**src/rtl/npu_sig_pkg.sv**
```systemverilog
// Shared definitions for the NPU DRAM output signature block.
//   sig_state_e : capture FSM states (collect, one-cycle drain, done/frozen)
//   DefaultPoly : default MISR feedback polynomial (CRC-32 polynomial)
//   DefaultSeed : default signature value after reset or clear
//   misr_step() : one MISR update, width-generic up to SigMax bits
package npu_sig_pkg;

   typedef enum logic [1:0] {
      StCollect,
      StDrain,
      StDone
   } sig_state_e;

   localparam logic [31:0] DefaultPoly = 32'h04C11DB7;
   localparam logic [31:0] DefaultSeed = 32'hFFFFFFFF;

   // Widest signature misr_step() can handle; callers zero-extend into it.
   localparam int unsigned SigMax = 64;

   // Shift left, fold in the polynomial when the bit shifted out was set, then
   // mix in the new data word. Bits at and above 'width' are masked off.
   function automatic logic [SigMax-1:0] misr_step(input logic [SigMax-1:0] sig,
                                                    input logic [SigMax-1:0] data,
                                                    input logic [SigMax-1:0] poly,
                                                    input int unsigned       width);
      logic [SigMax-1:0] nxt;
      logic [SigMax-1:0] mask;
      // For width == SigMax the shift yields 0 and the subtraction wraps to all ones.
      mask = (SigMax'(1) << width) - SigMax'(1);
      nxt  = (sig << 1) ^ data;
      if (sig[width-1]) begin
         nxt = nxt ^ poly;
      end
      return nxt & mask;
   endfunction

endpackage

```
**src/rtl/sig_fold.sv**
```systemverilog
// Stage 1 of the signature pipeline: folds a DWIDTH-bit write and its address
// into one SIG_WIDTH-bit word and registers it.
//   clk, rst  : clock, asynchronous active-high reset
//   flush     : drops any registered entry (synchronous)
//   load      : write accepted this cycle; capture the folded word
//   wr_addr   : DRAM address, XORed into the low AWIDTH bits of the fold
//   wr_data   : DRAM write data, XOR-folded SIG_WIDTH bits at a time
//   s1_fold   : registered folded word
//   s1_valid  : s1_fold holds an entry the MISR must consume this cycle
module sig_fold #(
   parameter int DWIDTH    = 512,
   parameter int AWIDTH    = 9,
   parameter int SIG_WIDTH = 32
) (
   input  logic                 clk,
   input  logic                 rst,
   input  logic                 flush,
   input  logic                 load,
   input  logic [AWIDTH-1:0]    wr_addr,
   input  logic [DWIDTH-1:0]    wr_data,
   output logic [SIG_WIDTH-1:0] s1_fold,
   output logic                 s1_valid
);

   localparam int NumWords = DWIDTH / SIG_WIDTH;

   logic [SIG_WIDTH-1:0] fold_d;
   logic [SIG_WIDTH-1:0] fold_q;
   logic                 valid_q;

   always_comb begin
      fold_d = '0;
      for (int i = 0; i < NumWords; i++) begin
         fold_d = fold_d ^ wr_data[i*SIG_WIDTH +: SIG_WIDTH];
      end
      fold_d[AWIDTH-1:0] = fold_d[AWIDTH-1:0] ^ wr_addr;
   end

   always_ff @(posedge clk or posedge rst) begin
      if (rst) begin
         fold_q  <= '0;
         valid_q <= 1'b0;
      end else if (flush) begin
         valid_q <= 1'b0;
      end else begin
         valid_q <= load;
         if (load) begin
            fold_q <= fold_d;
         end
      end
   end

   assign s1_fold  = fold_q;
   assign s1_valid = valid_q;

endmodule

```
**src/rtl/npu_dram_out_signature.sv**
```systemverilog
// Compresses every NPU DRAM write (data + address) into a MISR signature over a
// bounded capture window, then freezes the signature and raises sig_valid.
//   clk, rst       : clock, asynchronous active-high reset
//   clear          : synchronous restart of the capture window
//   wr_en/wr_addr/wr_data : DRAM write port from the NPU
//   signature      : current MISR state
//   sig_valid      : window complete, signature frozen
//   write_count    : writes accepted in this window
//   dropped        : sticky, a write arrived while not collecting
//   single_xor_out : parity of signature
module npu_dram_out_signature
   import npu_sig_pkg::*;
#(
   parameter int                   DWIDTH    = 512,
   parameter int                   AWIDTH    = 9,
   parameter int                   SIG_WIDTH = 32,
   parameter logic [SIG_WIDTH-1:0] POLY      = DefaultPoly,
   parameter logic [SIG_WIDTH-1:0] SEED      = DefaultSeed,
   parameter int unsigned          WINDOW    = 256,
   parameter int                   CWIDTH    = 16
) (
   input  logic                 clk,
   input  logic                 rst,
   input  logic                 clear,
   input  logic                 wr_en,
   input  logic [AWIDTH-1:0]    wr_addr,
   input  logic [DWIDTH-1:0]    wr_data,
   output logic [SIG_WIDTH-1:0] signature,
   output logic                 sig_valid,
   output logic [CWIDTH-1:0]    write_count,
   output logic                 dropped,
   output logic                 single_xor_out
);

   sig_state_e           state_q, state_d;
   logic [SIG_WIDTH-1:0] sig_q, sig_d;
   logic [CWIDTH-1:0]    count_q, count_d;
   logic                 dropped_q, dropped_d;
   logic                 accept;
   logic [CWIDTH-1:0]    count_inc;
   logic [SIG_WIDTH-1:0] s1_fold;
   logic                 s1_valid;
   logic [SigMax-1:0]    sig_step;

   assign accept    = wr_en && (state_q == StCollect) && !clear;
   assign count_inc = count_q + CWIDTH'(1);

   sig_fold #(
      .DWIDTH   (DWIDTH),
      .AWIDTH   (AWIDTH),
      .SIG_WIDTH(SIG_WIDTH)
   ) u_sig_fold (
      .clk     (clk),
      .rst     (rst),
      .flush   (clear),
      .load    (accept),
      .wr_addr (wr_addr),
      .wr_data (wr_data),
      .s1_fold (s1_fold),
      .s1_valid(s1_valid)
   );

   assign sig_step = misr_step(SigMax'(sig_q), SigMax'(s1_fold), SigMax'(POLY), SIG_WIDTH);

   always_comb begin
      state_d   = state_q;
      sig_d     = sig_q;
      count_d   = count_q;
      dropped_d = dropped_q;
      if (clear) begin
         state_d   = StCollect;
         sig_d     = SEED;
         count_d   = '0;
         dropped_d = 1'b0;
      end else begin
         if (s1_valid) begin
            sig_d = sig_step[SIG_WIDTH-1:0];
         end
         // Saturates instead of wrapping; only reachable when WINDOW is 0.
         if (accept && (count_q != '1)) begin
            count_d = count_inc;
         end
         if (wr_en && (state_q != StCollect)) begin
            dropped_d = 1'b1;
         end
         unique case (state_q)
            StCollect: begin
               if (accept && (WINDOW != 0) && (count_inc == CWIDTH'(WINDOW))) begin
                  state_d = StDrain;
               end
            end
            // Lets the last stage-1 entry reach the MISR before freezing.
            StDrain: state_d = StDone;
            StDone:  state_d = StDone;
            default: state_d = StCollect;
         endcase
      end
   end

   always_ff @(posedge clk or posedge rst) begin
      if (rst) begin
         state_q   <= StCollect;
         sig_q     <= SEED;
         count_q   <= '0;
         dropped_q <= 1'b0;
      end else begin
         state_q   <= state_d;
         sig_q     <= sig_d;
         count_q   <= count_d;
         dropped_q <= dropped_d;
      end
   end

   assign signature      = sig_q;
   assign sig_valid      = (state_q == StDone);
   assign write_count    = count_q;
   assign dropped        = dropped_q;
   assign single_xor_out = ^sig_q;

endmodule

```
**config.mk**
```make
export PLATFORM = sky130hd
export DESIGN_NAME = npu_dram_out_signature
export DESIGN_NICKNAME = d
export VERILOG_FILES = /design/src/rtl/npu_sig_pkg.sv /design/src/rtl/sig_fold.sv /design/src/rtl/npu_dram_out_signature.sv
export SDC_FILE = /design/constraint.sdc
export NUM_CORES = 1
export LEC_CHECK = 0
export BUFFER_PORTS_ARGS = -buffer_cell sky130_fd_sc_hd__buf_4
export CORE_AREA = 8 8 217 219
export CTS_CLUSTER_SIZE = 30
export DETAILED_ROUTE_END_ITERATION = 6
export DIE_AREA = 0 0 225 227
export SYNTH_ARGS = -nofsm -noshare
export SYNTH_HDL_FRONTEND = slang
export SYNTH_SLANG_ARGS = --single-unit
```
**constraint.sdc**
```tcl
create_clock -name clk -period 2.3 [get_ports clk]
set_input_delay 0.115 -clock clk [delete_from_list [all_inputs] [get_ports clk]]
set_output_delay 0.115 -clock clk [all_outputs]
set_load 0.02 [all_outputs]
```
### Word-level counts from Yosys, hierarchy flattened

Cells that the tools add are included.
Widths: inputs -> output; s select.

* register bits: 84
* input port bits: 525
* logic and storage cells: 56

* $add $sub $neg: 1
* equal/unequal tests: 5
* mux-type cells: 11
* bitwise logic cells: 19
* reduce and logical (&&, ||, !) cells: 14

Operators by type and width (number)
* $xor 32x32->32: 16
* $mux 32: 2
* $mux 16: 2
* $reduce_xor 32->1: 1
* $mux 27: 1
* $add 16x1->16 const B: 1
* $eq 16x9->1 const B: 1
* $ne 16x16->1 const B: 1
* $not 14->14: 1
* $xor 9x9->9: 1
* $reduce_bool 2->1: 4
* $logic_and 1x1->1: 5
* $mux 2: 2
* $pmux 2 s2: 1
* $mux 1: 3
* $ne 3x2->1 const B: 1
* $eq 2x1->1 const B: 1
* $eq 2x2->1 const B: 1
* $logic_not 2->1: 1
* $reduce_and 2->1: 1
* $reduce_or 2->1: 1
* $logic_not 1->1: 1
* $not 1->1: 1

### Logic depth before layout (Yosys ltp)

Gate-level depths: netlist (run 1).

* word-level depth: 16
* depth in mapped cells: 11

### Modules after synthesis

From an unflattened synthesis (run 1), not the netlist that was laid out.

* cell total of the unflattened synthesis: 957
* area total of the unflattened synthesis: 8887.3 sq um

Modules (own cells, without submodules)
* sig_fold: instances 1, cells each 587, area an instance 5541.6 sq um, sequential area each 825.8 sq um
* npu_dram_out_signature: instances 1, cells each 370, area an instance 3345.7 sq um, sequential area each 1316.3 sq um

### Least setup slack after synthesis (run 1)

OpenSTA, ideal clock, no wires.

* path type: flip-flop to flip-flop
* start: register count_q[0], in the netlist write_count[0]
* end: register state_q[0]
* setup time: 0.079 ns
* arrival time: 2.142 ns
* required time: 2.221 ns
* setup slack: 0.078 ns
* stages on the path, launching flop included: 10
* clock period less this slack: 2.222 ns
* path through: dfrtp_1 -> ha_1 -> and4_1 -> buf_4 -> and4_1 -> buf_6 -> mux2i_1 -> a311oi_2 -> a211oi_2 -> mux2i_1

* longest elaborated chain between the ends: 4

Ends and longest elaborated chain
* start, declared: RTL line npu_dram_out_signature.sv:37 `logic [CWIDTH-1:0] count_q, count_d;`
* start signal, assigned: RTL line npu_dram_out_signature.sv:109 `count_q <= count_d;`
* $add 16x1->16: RTL line npu_dram_out_signature.sv:46 `assign count_inc = count_q + CWIDTH'(1);`
* $eq 16x9->1: RTL line npu_dram_out_signature.sv:88 `if (accept && (WINDOW != 0) && (count_inc == CWIDTH'(WINDOW))) begin`
* $logic_and 1x1->1: RTL line npu_dram_out_signature.sv:88
* $ne 3x2->1 (no source line)
* end signal, assigned: RTL line npu_dram_out_signature.sv:102 `state_q <= StCollect;`
* end signal, assigned: RTL line npu_dram_out_signature.sv:107 `state_q <= state_d;`
* end, declared: RTL line npu_dram_out_signature.sv:35 `sig_state_e state_q, state_d;`

Every way passes these cells.
A chain may end at the register's enable or synchronous reset.

### Worst setup path in the final report (run 1)

* start: register state_q[0]
* end: register state_q[1]

* longest elaborated chain between the ends: 5

Ends and longest elaborated chain
* branches (longest 5 deep; another with $eq 2x2->1)

Parallel ways; which one is timed is not known.

==> impl_metrics.yaml, run 1 <==
place:
  hpwl_mm: 31.2
  place_congestion: 0.849
  portBuffers: 575
  placed_area_sq_um: 13800
synthesis:
  ys_ff_latch: 84
  synth-seq-area-share_pct: 24.5
  synth_nets: 1488
  synth_cell_types: 41
  syn_inst: 958
  synth.avg_cell_area_sq_um: 9.13
  synth_ff_type: "dfrtp_1"
  yosysWarnings: 0
  syn-cell-area_sq_um: 8740
  synth_edf_count: 0
  async_reset_ff_share_pct: 100
worst_setup_path:
  worst_setup_path_end_kind: "flip-flop"
  crit_type: "reg -> reg"
  cpMaxStageDelayCell: "dfrtp_1"
  worstPathArrival_ps: 2420
  path_delay_family: "simple AND/OR/NAND/NOR gates"
  worst_setup_path_start_kind: "flip-flop"
  path_max_fanout: 4
  max_stage_delay_ps: 390
  path_buf_inv: 1
  cp.required_ps: 2570
  crit_chain: "inv_1, ha_1, nand2_1, or2_2, nor3_1, o2111ai_1, a211oi_2, mux2i_1"
grt:
  grt_first_pass_wirelength_mm: 51.7
  grt.total_usage_pct: 13.1
  grt_overflow: 0
  grt_max_degree: 66
  antenna_found_initial: 1
  grt_pass1_vias: 9174
layout:
  syn_to_final_growth_pct: 62.3
  fin_area_sq_um: 14200
  fillers: 4614
  n_antenna_cell: 0
  multi_input_area_sq_um: 6500
  drive_gt1_share_pct: 44.8
  register_area_sq_um: 2140
  final_common_cell: "buf_4"
  final_cell_mix: "buf_4, xnor2_1, xor2_1"
  nets: 2063
power_and_ir_drop:
  p_leak_nw: 5.92
  p_total_mw: 8.97
  cellPowerDensity_nw_per_um2: 632
  peakVddDrop_mv: 0.508
sta:
  min_period_over_period_pct: 93.5
  clock_skew_ps: 14.2
  hold_viol_final: 0
  setup_viol: 0
  slew_headroom_pct: 58.3
  tns_ps: 0
  final-max-slew-violation-count: 0
  fmax_mhz: 465
  fin_crit_ps: 2150
  worstMarginPinSlew_ps: 626
  rsz0062_at_grt: "no"
route:
  viasPerCell: 3.87
  dr.pass1.iters: 4
  wl_per_cell_microns: 16.5
  vias: 8243
  drt-initial-drc-count: 255
  wirelength_mm: 35.2
  ant_nets: 0
  drc: 0
floorplan:
  die_y_microns: 227
  io_pins: 576
  rows: 77
  start_util_pct: 20.0
  die-area_sq_um: 51100
  core_area_sq_um: 43600
  die_w_microns: 225
clock_network:
  cts.sinks: 84
  post-cts-setup-buffers: 0
  clkTransAtPathRegs_ps: 80
  cts_buffers: 9
  h-tree-depth: 3
  tritoncts: "yes"
  clk_latency_ps: 350
  cts.path.max_buffers: 2
  cts-root-buf: "clkbuf_16"
min_path:
  hp-class: "in -> reg"
run_status:
  status: "finished, final reports clean"
job:
  drv_cap: 0
[tightest hold or removal path: stages]
cell and delay [ps]:
buf_4 100, a21oi_1 60, nor2_1 90
[through the flow]
| step | setup WS, ps | util [%] | hold slack, ps | instances |
|---|---|---|---|---|
| after floorplan | 72.8 | - | 269 | 958 |
| after global placement | 231 | 31.7 | 207 | 2113 |
| after detailed placement | 91.8 | 31.7 | 204 | 2113 |
| after CTS | 38.6 | 32.5 | 33.4 | 2130 |
| after global routing | 2.11 | 32.5 | 67.0 | 2130 |
| final | 150 | 32.5 | 49.0 | 2130 |
[Yosys cell counts, drive strengths merged, types with 4 or more instances]
master	count	area [sq um]
dfstp	32	841
nand2b	5	31.3
buf	15	77.6
and4	4	35.0
a21oi	36	180
and3	4	25.0
dfrtp	52	1300
and2	4	25.0
clkbuf	14	52.6
ha	5	62.6
or2	34	213
nand4	5	31.3
o31ai	6	45.0
nor2	46	173
mux2i	4	40.0
inv	7	26.3
o21ai	48	240
nand3	7	35.0
nand2	41	154
xnor2	478	4190
xor2	92	806
[routing by layer]
metal  track usage (%)  routed length [microns]  vias to the layer above
met4              2.79                      541                        0
met3              4.03                     2700                       26
li1                  -                        -                     4171
met5                 0                        0                        -
met1              14.0                    13100                     3741
met2              24.8                    18900                      305
[repair_timing]
item                                   4_1_cts  5_1_grt
hold buffers                                 1        0
gates cloned                                 0        0
pin swaps                                    1        3
setup endpoints to repair                    1        9
gates resized for setup                      3        6
endpoints found under the hold margin       25        0
[path summary, 6_finish.rpt]
kind / slack, ps / end / start / depth (start not counted)
setup / recovery: 150 / state_q[1]$_DFFE_PP0P_ / state_q[0]$_DFFE_PP0P_ / 8
hold / removal: 50 / dropped$_DFFE_PP0P_ / wr_en / 3
setup reg to reg: 150 / state_q[1]$_DFFE_PP0P_ / state_q[0]$_DFFE_PP0P_ / 8
hold reg to reg: 500 / u_sig_fold.s1_fold[6]$_DFFE_PP0P_ / u_sig_fold.s1_fold[6]$_DFFE_PP0P_ / 2
max in group asynchronous: 1220 / signature[31]$_DFFE_PP1P_ / rst / 4
min in group asynchronous: 360 / write_count[10]$_DFFE_PP0P_ / rst / 3
[flip-flops by register name (all words and copies together), names as in the netlist]
name,cells
state_q,2
u_sig_fold.s1_valid,1
write_count,16
u_sig_fold.s1_fold,32
dropped,1
signature,32
[power breakdown]
group          total [mW]  switching (mW)  internal, mW
clock network        1.50           0.655         0.848
logic                5.18            2.32          2.86
registers            2.28           0.356          1.93
total                8.97            3.33          5.64
[logic make-up after synthesis]
logic type | Yosys count | share of synthesized area [%]
buffers and inverters | 36 | 1.79
flip-flops | 84 | 24.5
XOR/XNOR | 570 | 57.1
AND/OR/NAND/NOR | 157 | 8.81
AO/OA/AOI/OAI | 100 | 6.38
adder cells (fa/ha/maj) | 5 | 0.715
multiplexers | 6 | 0.715
[area by class of cell]
type / count / area share, %
Sequential cell: 84 / 15.1
Clock inverter: 7 / 0.538
Multi-Input combinational cell: 838 / 45.8
Timing Repair Buffer: 593 / 31.6
Clock buffer: 9 / 1.59
Tap cell: 592 / 5.22
Inverter: 7 / 0.203
No activity file was read; power rests on OpenSTA's default activity.
==> run 2: changes to the inputs <==
Settings changed: CTS_BUF_LIST set to sky130_fd_sc_hd__clkbuf_4 sky130_fd_sc_hd__clkbuf_8 sky130_fd_sc_hd__clkbuf_16, GPL_ROUTABILITY_DRIVEN set to 0, SETUP_SLACK_MARGIN set to 0.2.
==> run 2 against run 1 <==
Compared with the run above: worst setup slack improved by 59 ps; clock skew increased by 0.87 ps; sequential share of layout area decreased by 0.29 points; first-iteration DRC count decreased by 10%; fmax increased by 2.8%; sequential power decreased by 2%; sequential cell count unchanged; combinational power increased by 2%; count of clock-buffer cells in the layout increased by 2; global-route usage decreased by 0.12 points; critical path depth decreased by 1; power increased by 1.5%; largest cell class unchanged.
==> impl_metrics.yaml, run 2 (synthesis results as in run 1) <==
floorplan:
  die-area_sq_um: 51100
  start_util_pct: 20.0
  io_pins: 576
  die_w_microns: 225
  die_y_microns: 227
  core_area_sq_um: 43600
  rows: 77
clock_network:
  clkTransAtPathRegs_ps: 70
  cts.path.max_buffers: 2
  cts.sinks: 84
  cts_buffers: 9
  clk_latency_ps: 350
  h-tree-depth: 3
  cts-root-buf: "clkbuf_16"
  tritoncts: "yes"
sta:
  tns_ps: 0
  fmax_mhz: 478
  hold_viol_final: 0
  fin_crit_ps: 2090
  setup_viol: 0
  final-max-slew-violation-count: 0
  min_period_over_period_pct: 90.9
  slew_headroom_pct: 49.2
  rsz0062_at_grt: "yes"
  clock_skew_ps: 15.1
  worstMarginPinSlew_ps: 760
power_and_ir_drop:
  p_leak_nw: 6.07
  cellPowerDensity_nw_per_um2: 628
  p_total_mw: 9.10
  peakVddDrop_mv: 0.461
worst_setup_path:
  worst_setup_path_start_kind: "flip-flop"
  path_delay_family: "compound AO/OA/AOI/OAI gates"
  cp.required_ps: 2560
  path_buf_inv: 0
  max_stage_delay_ps: 440
  worst_setup_path_end_kind: "flip-flop"
  crit_chain: "ha_4, and4_4, xnor2_1, nor3b_1, o2111ai_1, a211oi_2, mux2i_1"
  cpMaxStageDelayCell: "dfrtp_2"
  path_max_fanout: 7
  crit_type: "reg -> reg"
  worstPathArrival_ps: 2350
layout:
  syn_to_final_growth_pct: 65.9
  final_common_cell: "buf_4"
  postLayoutCoreUtil_pct: 33.2
  nets: 2093
  final_cell_mix: "buf_4, xnor2_1, xor2_1"
  drive_gt1_share_pct: 46.7
  multi_input_area_sq_um: 6550
  register_area_sq_um: 2150
  fillers: 4547
route:
  drc: 0
  dr.pass1.iters: 4
  viasPerCell: 3.89
  wirelength_mm: 34.9
  wl_per_cell_microns: 16.1
  vias: 8410
  ant_nets: 0
  drt-initial-drc-count: 229
min_path:
  hp-class: "in -> reg"
grt:
  grt_first_pass_wirelength_mm: 51.5
  grt_overflow: 0
  grt.total_usage_pct: 12.9
  antenna_found_initial: 1
  grt_max_degree: 66
  grt_pass1_vias: 9224
run_status:
  status: "finished, final reports clean"
job:
  drv_cap: 0
place:
  portBuffers: 575
  hpwl_mm: 30.4
run 2: metrics by stage:
stage	setup slack, ps	instances	hold slack [ps]	cell area, sq um
after CTS	178	2151	6.48	14400
after global routing	78.4	2161	39.7	14500
after detailed placement	9.88	2109	316	13800
after global placement	116	2109	324	13800
final	209	2161	23.5	14500
after floorplan	171	958	269	8770
run 2: repair_timing:
| item | in CTS | in global routing |
|---|---|---|
| hold endpoints to repair | 15 | 0 |
| setup endpoints to repair | 14 | 14 |
| pin swaps | 14 | 11 |
| buffers inserted | 25 | 9 |
| resized for setup | 11 | 12 |
| cloned | 0 | 0 |
| hold buffers | 1 | 0 |
run 2: worst paths after layout:
kind / from / end / slack [ps] / cells past startpoint
setup / recovery: write_count[0]$_DFFE_PP0P_ / state_q[0]$_DFFE_PP0P_ / 210 / 7
hold / removal: wr_en / dropped$_DFFE_PP0P_ / 20 / 3
setup reg to reg: write_count[0]$_DFFE_PP0P_ / state_q[0]$_DFFE_PP0P_ / 210 / 7
hold reg to reg: u_sig_fold.s1_fold[0]$_DFFE_PP0P_ / u_sig_fold.s1_fold[0]$_DFFE_PP0P_ / 500 / 2
max in group asynchronous: rst / signature[17]$_DFFE_PP1P_ / 1070 / 4
min in group asynchronous: rst / u_sig_fold.s1_fold[14]$_DFFE_PP0P_ / 480 / 3
run 2: tightest hold or removal path, cell delays in order:
cell	delay, ps
buf_4	90
a21oi_1	60
nor2_1	70
run 2: area by class of cell:
| cell class | count | share of cell area (%) |
|---|---|---|
| Multi-Input combinational cell | 838 | 45.2 |
| Timing Repair Buffer | 623 | 32.4 |
| Sequential cell | 84 | 14.8 |
| Tap cell | 592 | 5.11 |
| Clock buffer | 11 | 1.82 |
| Clock inverter | 5 | 0.440 |
| Inverter | 7 | 0.207 |
| Antenna cell | 1 | 0.0173 |
run 2: power breakdown:
part	leakage [nW]	internal, mW	switching, mW
Clock	0.158	0.948	0.656
Combinational	4.92	2.89	2.37
Sequential	1.00	1.93	0.305
Total	6.07	5.77	3.33
run 2: layer usage:
metal  share of wire (%)  wire length (microns)  global-route usage, %
met4                0.72                    252                   2.22
met5                   0                      0                      0
met1                  39                  13500                   14.5
met2                  54                  18800                   24.3
met3                 6.7                   2330                   3.66
==> run 3: changes to the inputs <==
Settings changed: CORE_AREA 8 8 217 219 to 8 8 216 218, DIE_AREA 0 0 225 227 to 0 0 224 226, SYNTH_HIERARCHICAL set to 1.
==> run 3 against run 2 <==
Compared with the run above: sequential power decreased by 6%; die area is 0.88% lower; final area increased by 0.87%; via count grew 0.62%; critical path type is now reg -> out; largest power group unchanged; highest routed layer unchanged.
==> impl_metrics.yaml, run 3 <==
synthesis:
  yosys-top-cells-count: "xnor2_1, xor2_1, dfrtp_1, nand2_1, nor2_1"
  yosysTopAreaCellShare_pct: 45.1
  synth.avg_cell_area_sq_um: 9.29
  synth-seq-area-share_pct: 24.1
  synth_edf_count: 0
  synth_top_cell_by_area: "xnor2_1"
  syn-cell-area_sq_um: 8890
  async_reset_ff_share_pct: 100
  synth.most_common_cell: "xnor2_1"
  yosysWarnings: 6
  synth_cell_types: 48
  syn_inst: 957
  synth_nets: 1486
  ys_ff_latch: 84
  synth_ff_type: "dfrtp_1"
  synth_area_leaders: "xnor2_1, dfrtp_1, dfstp_2"
worst_setup_path:
  path_max_fanout: 4
  worstPathArrival_ps: 2000
  cp.required_ps: 2180
  cpMaxStageDelayCell: "dfstp_2"
  rr_worst_depth: 6
  worst_setup_path_start_kind: "flip-flop"
  crit_chain: "xor2_2, xnor2_1, xnor2_1, xnor2_2, xnor2_2, buf_4"
  worst_setup_path_end_kind: "output port"
  crit_type: "reg -> out"
  max_stage_delay_ps: 580
route:
  drt-initial-drc-count: 309
  wirelength_mm: 36.1
  wl_per_cell_microns: 16.8
  vias: 8462
  dr.pass1.iters: 5
  viasPerCell: 3.93
  ant_nets: 0
  drc: 0
grt:
  grt_max_degree: 50
  grt_overflow: 0
  grt.total_usage_pct: 13.3
  grt_pass1_vias: 9207
  grt_first_pass_wirelength_mm: 51.9
  antenna_found_initial: 1
power_and_ir_drop:
  p_leak_nw: 6.28
  cellPowerDensity_nw_per_um2: 565
  peakVddDrop_mv: 0.435
sta:
  worstMarginPinSlew_ps: 812
  min_period_over_period_pct: 92.1
  rsz0062_at_grt: "yes"
  final-max-slew-violation-count: 0
  fmax_mhz: 472
  fin_crit_ps: 2120
  setup_slack_ps: 182
  hold_viol_final: 0
  setup_viol: 0
  slew_headroom_pct: 45.8
  tns_ps: 0
  clock_skew_ps: 10.9
floorplan:
  core_area_sq_um: 43500
  start_util_pct: 20.5
  die_y_microns: 226
  die_w_microns: 224
  rows: 77
  die-area_sq_um: 50600
  io_pins: 576
clock_network:
  clkTransAtPathRegs_ps: 70
  h-tree-depth: 3
  cts.sinks: 84
  cts.path.max_buffers: 2
  cts_buffers: 9
  cts-root-buf: "clkbuf_16"
  clk_latency_ps: 350
  tritoncts: "yes"
layout:
  final_common_cell: "buf_4"
  final_cell_mix: "buf_4, xnor2_1, xor2_1"
  syn_to_final_growth_pct: 64.6
  n_antenna_cell: 0
  drive_gt1_share_pct: 47.2
  nets: 2086
place:
  hpwl_mm: 31.6
  portBuffers: 575
  place_ws_ps: 138
job:
  drv_cap: 0
run_status:
  status: "finished, final reports clean"
min_path:
  min_path_cells: 3
  hp-class: "in -> reg"
run 3: through the flow:
step	power, mW	util [%]	area [sq um]	std cells	hold slack [ps]
3_3_place_gp	6.71	32.1	13900	2103	202
4_1_cts	8.45	33.3	14500	2139	27.9
6_report	8.26	33.7	14600	2154	57.2
5_1_grt	8.87	33.7	14600	2154	63.8
2_1_floorplan	4.99	-	8890	957	244
3_5_place_dp	6.76	32.1	13900	2103	204
run 3: logic make-up after synthesis:
logic type,share of synthesized area [%]
flops,24.1
buf+inv,1.60
compound gates,6.77
mux,0.225
simple gates,9.19
fa+ha+maj,0.563
xor+xnor,57.5
run 3: routing by layer:
| layer | wire [microns] | track usage (%) |
|---|---|---|
| met1 | 13700 | 14.8 |
| met2 | 19600 | 25.2 |
| met5 | 0 | 0 |
| met3 | 2520 | 3.51 |
| met4 | 360 | 2.32 |
run 3: path summary, 6_finish.rpt:
check	start	slack (ps)	to
worst max-delay path	signature[22]$_DFFE_PP1P_	180	single_xor_out
worst min-delay path	wr_en	60	dropped$_DFFE_PP0P_
worst min register to register	dropped$_DFFE_PP0P_	500	dropped$_DFFE_PP0P_
min in group asynchronous	rst	420	write_count[8]$_DFFE_PP0P_
max in group asynchronous	rst	1180	u_sig_fold/s1_valid$_DFF_PP0_
worst max register to register	write_count[1]$_DFFE_PP0P_	270	state_q[1]$_DFFE_PP0P_
run 3: layout make-up:
cell class	instances	area, sq um
Clock inverter	6	71.3
Fill cell	4448	28800
Clock buffer	10	233
Inverter	8	30.0
Sequential cell	84	2150
Multi-Input combinational cell	837	6720
Tap cell	592	741
Timing Repair Buffer	617	4690
run 3: where the power goes:
group          total [mW]  leakage (nW)  switching (mW)  internal, mW
clock network        1.51         0.143           0.646         0.864
registers            2.10          1.00           0.263          1.84
logic                4.65          5.13            2.05          2.60
run 3: timing repair:
action | CTS | global route
setup buffers | 19 | 15
hold buffers | 1 | 0
resized for setup | 8 | 18
pin swaps | 11 | 12
endpoints found under the hold margin | 52 | 0
setup endpoints to repair | 3 | 15
run 3: worst max-delay path: cells and delay by family, from the launching register on:
kind | cells | cell delay (ps)
xor+xnor | 5 | 890
flops | 1 | 580
buf+inv | 1 | 190
